**src/rtl/fir_mac_secuencial.sv**
```systemverilog
// rtl/fir_mac_secuencial.sv - sequential FIR tap MAC feeding an external saturating adder
// Optional FIR_MAC_ROUND_EN: round half up instead of floor when scaling tap products.
module fir_mac_secuencial #(
  parameter int LARGO = 24,
  parameter int FRAC  = 16,
  parameter int TAPS  = 5,
  parameter int AW    = 4
) (
  input  logic                clk,
  input  logic                rst_n,
  input  logic signed [LARGO:0] x_in,
  input  logic                x_valid,
  output logic                busy,
  input  logic                coef_we,
  input  logic [AW-1:0]       coef_addr,
  input  logic signed [LARGO:0] coef_data,
  output logic signed [LARGO:0] sum_a,
  output logic signed [LARGO:0] sum_b,
  input  logic signed [LARGO:0] sum_y,
  output logic signed [LARGO:0] y_out,
  output logic                y_valid
);
  localparam int W  = LARGO + 1;
  localparam int PW = 2 * W;

  // Symmetric clamp: the most-negative code is never emitted.
  localparam logic signed [PW-1:0] P_MAX = {{(W + 1){1'b0}}, {LARGO{1'b1}}};
  localparam logic signed [PW-1:0] P_MIN = -P_MAX;
  localparam logic signed [W-1:0]  Q_MAX = {1'b0, {LARGO{1'b1}}};
  localparam logic signed [W-1:0]  Q_MIN = -Q_MAX;
`ifdef FIR_MAC_ROUND_EN
  localparam logic signed [PW-1:0] HALF = PW'(1) << (FRAC - 1);
`endif

  typedef enum logic [1:0] {IDLE, MAC, DONE} state_t;

  state_t state, state_n;

  logic signed [W-1:0]  tap  [TAPS];
  logic signed [W-1:0]  coef [TAPS];
  logic signed [W-1:0]  acc;
  logic [AW-1:0]        idx;
  logic signed [W-1:0]  tap_sel, coef_sel, prod_sat;
  logic signed [PW-1:0] full, scaled;

  always_comb begin
    tap_sel  = '0;
    coef_sel = '0;
    for (int k = 0; k < TAPS; k++) begin
      if (idx == AW'(k)) begin
        tap_sel  = tap[k];
        coef_sel = coef[k];
      end
    end
  end

  always_comb begin
    full = PW'(tap_sel) * PW'(coef_sel);
`ifdef FIR_MAC_ROUND_EN
    scaled = (full + HALF) >>> FRAC;
`else
    scaled = full >>> FRAC;
`endif
    if (scaled > P_MAX)
      prod_sat = Q_MAX;
    else if (scaled < P_MIN)
      prod_sat = Q_MIN;
    else
      prod_sat = scaled[W-1:0];
  end

  assign busy  = (state != IDLE);
  assign sum_a = acc;
  assign sum_b = (state == MAC) ? prod_sat : '0;

  always_ff @(posedge clk) begin
    if (!rst_n)
      state <= IDLE;
    else
      state <= state_n;
  end

  always_comb begin
    state_n = state;
    case (state)
      IDLE:    if (x_valid) state_n = MAC;
      MAC:     if (idx == AW'(TAPS - 1)) state_n = DONE;
      DONE:    state_n = IDLE;
      default: state_n = IDLE;
    endcase
  end

  always_ff @(posedge clk) begin
    if (!rst_n) begin
      for (int k = 0; k < TAPS; k++) begin
        tap[k]  <= '0;
        coef[k] <= '0;
      end
      acc     <= '0;
      idx     <= '0;
      y_out   <= '0;
      y_valid <= 1'b0;
    end else begin
      y_valid <= 1'b0;
      case (state)
        IDLE: begin
          // Out-of-range addresses match no entry and are dropped.
          if (coef_we) begin
            for (int k = 0; k < TAPS; k++)
              if (coef_addr == AW'(k)) coef[k] <= coef_data;
          end
          if (x_valid) begin
            tap[0] <= x_in;
            for (int k = 1; k < TAPS; k++) tap[k] <= tap[k-1];
            acc <= '0;
            idx <= '0;
          end
        end
        MAC: begin
          acc <= sum_y;
          idx <= idx + AW'(1);
        end
        DONE: begin
          y_out   <= acc;
          y_valid <= 1'b1;
        end
        default: ;
      endcase
    end
  end
endmodule

```
**config.mk**
```make
export PLATFORM = sky130hd
export DESIGN_NAME = fir_mac_secuencial
export DESIGN_NICKNAME = d
export VERILOG_FILES = /design/src/rtl/fir_mac_secuencial.sv
export SDC_FILE = /design/constraint.sdc
export NUM_CORES = 2
export LEC_CHECK = 0
export ABC_AREA = 0
export CELL_PAD_IN_SITES_DETAIL_PLACEMENT = 1
export CELL_PAD_IN_SITES_GLOBAL_PLACEMENT = 2
export CORE_MARGIN = 2
export CORE_UTILIZATION = 40
export CTS_BUF_LIST = sky130_fd_sc_hd__clkbuf_8
export CTS_CLUSTER_DIAMETER = 150
export CTS_CLUSTER_SIZE = 16
export DETAILED_ROUTE_END_ITERATION = 10
export HOLD_SLACK_MARGIN = 0.12
export PLACE_DENSITY_LB_ADDON = 0.1
export SYNTH_ARGS = -nofsm -noshare
export SYNTH_HDL_FRONTEND = slang
export SYNTH_SLANG_ARGS = --single-unit
```
**constraint.sdc**
```tcl
create_clock -name clk -period 23.8 [get_ports clk]
set_input_delay 5.95 -clock clk [delete_from_list [all_inputs] [get_ports clk]]
set_output_delay 5.95 -clock clk [all_outputs]
set_load 0.02 [all_outputs]
```
# Yosys cells after proc, flatten, opt, wreduce, memory -nomap -nowiden
# Memories as Yosys holds them, arrays and structs flattened.
# Index checks and enable logic that the tools add are counted.
# word_totals
ff_bits	57
mem_bits_rw	250
inputBits	83
output_inout_bits	77
elab_cells	101
memories	2
# classes
add_sub_neg	1
multipliers	1
n_lt_le_gt_ge	2
n_eq_ne	12
mux	61
bitwise	10
reduce_logical	7
# memory_table
memory	words	width	rd	rd_clocked_by_memory_dff	write_ports	line_no	source
coef	5	25	5	0	5	40	logic signed [W-1:0] coef [TAPS];
tap	5	25	5	0	5	39	logic signed [W-1:0] tap [TAPS];
# ops
operator	n
2-to-1 mux 25 bit	24
multiplier 25 x 25 -> 50 bit	1
case mux 25 bit (2 select lines)	1
> comparator 34 x 25 -> 1 bit, second input constant	1
less-than comparator 34 x 25 -> 1 bit, second input constant	1
2-to-1 mux 1 bit	31
equality test 4 x 2 -> 1 bit, second input constant	4
OR 1 bit	10
equality test 4 x 1 -> 1 bit, second input constant	2
equality test 4 x 3 -> 1 bit, second input constant	2
logical NOT 4 bit	2
case mux 4 bit (2 select lines)	1
adder 4 x 1 -> 4 bit, second input constant	1
2-to-1 mux 2 bit	2
2-to-1 mux 4 bit	1
!= test 2 bit, second input constant	2
case mux 2 bit (2 select lines)	1
AND reduction 2 bit	2
nonzero test 2 bit	2
equality test 2 x 1 -> 1 bit, second input constant	1
equality test 2 bit, second input constant	1
logical NOT 2 bit	1

# Logic depth before layout (Yosys ltp)
# depth
ltp_word	11
depth_mapped	40
depth_no_buf	34

# Worst setup path before layout
# Ideal clock, no wire load.
# synth_path
path_kind	reg-to-output
start	reg idx[1]
end	out sum_b[10]
arrival_ns	10.014
t_required_ns	17.850
path_slack_ns	7.836
stages_incl_launch_ff	36
path_buffers	5
path_cell_list	dfxtp_1 inv_1 ha_1 clkbuf_1 nor4b_1 clkbuf_1 a22oi_1 nor2_1 a21oi_1 nor2_1 a221o_1 clkbuf_1 nand2_1 inv_1 fa_1 fa_1 fa_1 inv_1 fa_1 inv_1 fa_1 fa_1 fa_1 ha_1 clkbuf_1 a21o_1 a21oi_1 o21bai_1 a2111o_1 a22o_1 a22oi_1 o211a_2 and4_4 nand3_2 buf_2 o2bb2ai_1
# synth_via
elab_chain_cells	11
word_cells_on_any_way	21
cone_classes	mul (1); order compare (2); eq/ne (4); mux (13); reduce/logical (1)
# synth_lines
element	line_no	source
from (decl)	42	logic [AW-1:0] idx;
from (signal assigned)	121	idx <= idx + AW'(1);
logical NOT 4 bit	50	if (idx == AW'(k)) begin
2-to-1 mux 25 bit (5 in a row)	50	
multiplier 25 x 25 -> 50 bit *	58	full = PW'(tap_sel) * PW'(coef_sel);
less-than comparator 34 x 25 -> 1 bit	66	else if (scaled < P_MIN)
2-to-1 mux 25 bit	66	
2-to-1 mux 25 bit *	64	if (scaled > P_MAX)
2-to-1 mux 25 bit *	74	assign sum_b = (state == MAC) ? prod_sat : '0;
to (decl)	18	output logic signed [LARGO:0] sum_b,
# Every way passes the cells marked *; elsewhere a longest branch is shown, timed or not.

# Final worst setup path
# layout_path
start	reg idx[0]
end	out sum_b[1]
# The elaborated chain is that of the path after synthesis.

==> impl_metrics.csv <==
group,metric,value,unit
run_status,status,"finished clean",
job,maxCapViolCount,0,
sta,fin_crit,18950,ps
global_route,antenna_found_initial,1,
sta,clock_skew,31.87,ps
yosys,async_flop_share,0,%
detailed_routing,via_per_inst,5.535,
detailed_routing,met1Wirelength,52290,um
sta,setup_tns,0,ps
final_layout,area_growth_syn_to_layout,10.14,%
sta,rsz0062_at_grt,"no",
min_path,hp-class,"reg -> reg",
global_route,grt_overflow,0,
clock_tree,postCtsHoldBufs,0,
critical_path,path_depth,32,
yosys,syn_area_per_cell,9.668,um2
critical_path,critPathMaxFanout,74,
critical_path,start_kind,"register",
detailed_routing,drcViolationCount,0,
detailed_routing,drt_iter0_drc,1716,
global_route,first_global_vias,32030,
critical_path,critical_path.max_stage_delay,1010,ps
die,num_rows,111,
critical_path,required,17850,ps
yosys,synth_seq_cells,307,
clock_tree,ctsResizeCount,0,
clock_tree,cts_tree,"yes",
min_path,holdPathStages,2,
clock_tree,clock-root-buffer,"clkbuf_8",
critical_path,r2r_cells,4,
clock_tree,clockBufferDepth,3,
yosys,synth_edf_count,250,
critical_path,cp_common_cell,"fa_1",
die,initial_utilization,40.16,%
sta,drv_slew,0,
clock_tree,postCtsSetupBuffers,0,
sta,max_freq,52.78,MHz
detailed_routing,drt_first_pass_iters,5,
global_route,grt_max_degree,103,
clock_tree,cts_buffers,23,
detailed_routing,wl,127000,um
critical_path,crit_slowest_cell,"nor4_4",
detailed_routing,routed-wl-met2,63940,um
yosys,synth_cells,3790,
clock_tree,clk_pin_slew,110,ps
detailed_routing,vias,27960,
detailed_routing,routedWlPerCell,25.14,um
die,die_area,94040,um2
die,core,91250,um2
global_route,grt_use_total,27.70,%
die,io-pin-count,160,
sta,final_hold_viol_count,0,
critical_path,crit_arrival,13000,ps
sta,setup_violations,0,
sta,layout_worst_path_cycle_share,79.61,%
yosys,synth.distinct_cells,83,
placed_design,io_buffer_count,159,
global_route,grt_pass1_wl,196700,um
sta,worstMarginPinSlew,1151,ps
yosys,yosysSeqAreaShare,23.60,%
clock_tree,htree_levels,1,
die,die_h,306.7,um
critical_path,end_kind,"output port",
clock_tree,numClockSinks,307,
critical_path,crit_family,"adder cells",
final_layout,utilization,44.23,%
yosys,yosys_warnings,0,
critical_path,cp.buffers_inverters,8,
yosys,synth_flop_cell,"edfxtp_1",
placed_design,gp_congestion,0.8936,
detailed_routing,wl_met3,5667,um
detailed_routing,antenna_left,0,
final_layout,drive_above_1_share,5.462,%
critical_path,path_class,"reg -> out",
final_layout,num-nets-final,4738,
yosys,netlist_area,36640,um2
detailed_routing,maxUsedRoutingLayer,"met4",
yosys,syn_nets,4672,
placed_design,dp_hpwl,100200,um
die,die_width,306.7,um
sta,timing.slew.headroom,22.32,%
clock_tree,clk_latency,620,ps
## worst min-delay path, cell delays in order (launching register included)
cell and delay [ps]:
dfxtp_1 320, nand2_1 50, a21boi_0 60
## area by class of cell
cell class	instances	area [um2]
diodes	2	5.005
fillers	10270	50890
clock buffers	23	316.6
inverters	668	2507
well taps	1186	1484
flip-flops and latches	307	8648
multi-input cells	2609	25090
clock inverters	9	51.30
repair buffers	247	2252
## per-layer routing
layer / track usage (%) / vias up
met4: 10.04 / 0
met3: 2.522 / 208
li1: - / 12190
met5: 0 / -
met1: 35.23 / 14840
met2: 49.15 / 716
## through the flow
step                hold WS [ps]  instance area (um2)  worst slack (ps)  cells
floorplan                  515.8                36640              7836   3790
global placement           451.7                39980              5739   5016
detailed placement         460.3                39980              5531   5016
CTS                        476.6                40340              4833   5048
global route               495.7                40360              3973   5050
finish                     471.8                40360              4852   5051
## layout by cell type (no fill, tap or decap), types with 58 or more instances in the layout
cell type        Yosys  layout
a21oi_1            122     121
a22oi_1             58      58
and2_1             182     179
buf_4                2      88
clkdlybuf4s50_1      0     159
edfxtp_1           250     250
fa_1               657     657
ha_1               142     142
inv_1              667     673
nand2_1            400     397
nor2_1             461     460
## path summary, 6_finish.rpt
kind | to | slack [ps] | start
worst max-delay path | sum_b[1] | 4850 | idx[0]
worst min-delay path | y_out[5] | 470 | y_out[5]
worst max register to register | tap[0][87] | 20960 | state[0]
worst min register to register | y_out[5] | 470 | y_out[5]
## cells in the mapped netlist, drive strengths merged (21+ instances only)
library cell  count  area (um2)
nand2b           21       131.4
nand4            28       175.2
o21ai            62       310.3
fa              657       13150
and2            182        1139
ha              142        1777
inv             667        2504
a221oi           44       397.9
a22o             34       297.8
a21oi           122       610.6
edfxtp          250        7507
clkbuf          187       701.9
nor2            461        1730
or2              28       175.2
nor3             29       150.1
dfxtp            57        1141
a21boi           31       232.7
nand2           400        1501
a22oi            58       435.4
nand3            39       200.2
a221o            35       350.3
## cell families (layout without fill, tap and decap cells)
family	count (synthesis)	in the layout	synth area share, %
flip-flops	307	307	23.60
buffers and inverters	874	947	9.052
AO/OA/AOI/OAI	522	522	10.21
AND/OR/NAND/NOR	1261	1261	15.71
XOR/XNOR	21	21	0.5019
other	0	2	0
adder cells (fa/ha/maj)	799	799	40.74
multiplexers	6	6	0.1741
## sequential cells by signal, indices dropped and copies added, names as in the netlist
name,count
idx,4
sum_a,25
coef,125
state,2
tap,125
y_valid,1
y_out,25
Power is left out: the tool's default activity adds up to more than one toggle a clock period on the data nets, which glitch-free logic cannot reach.
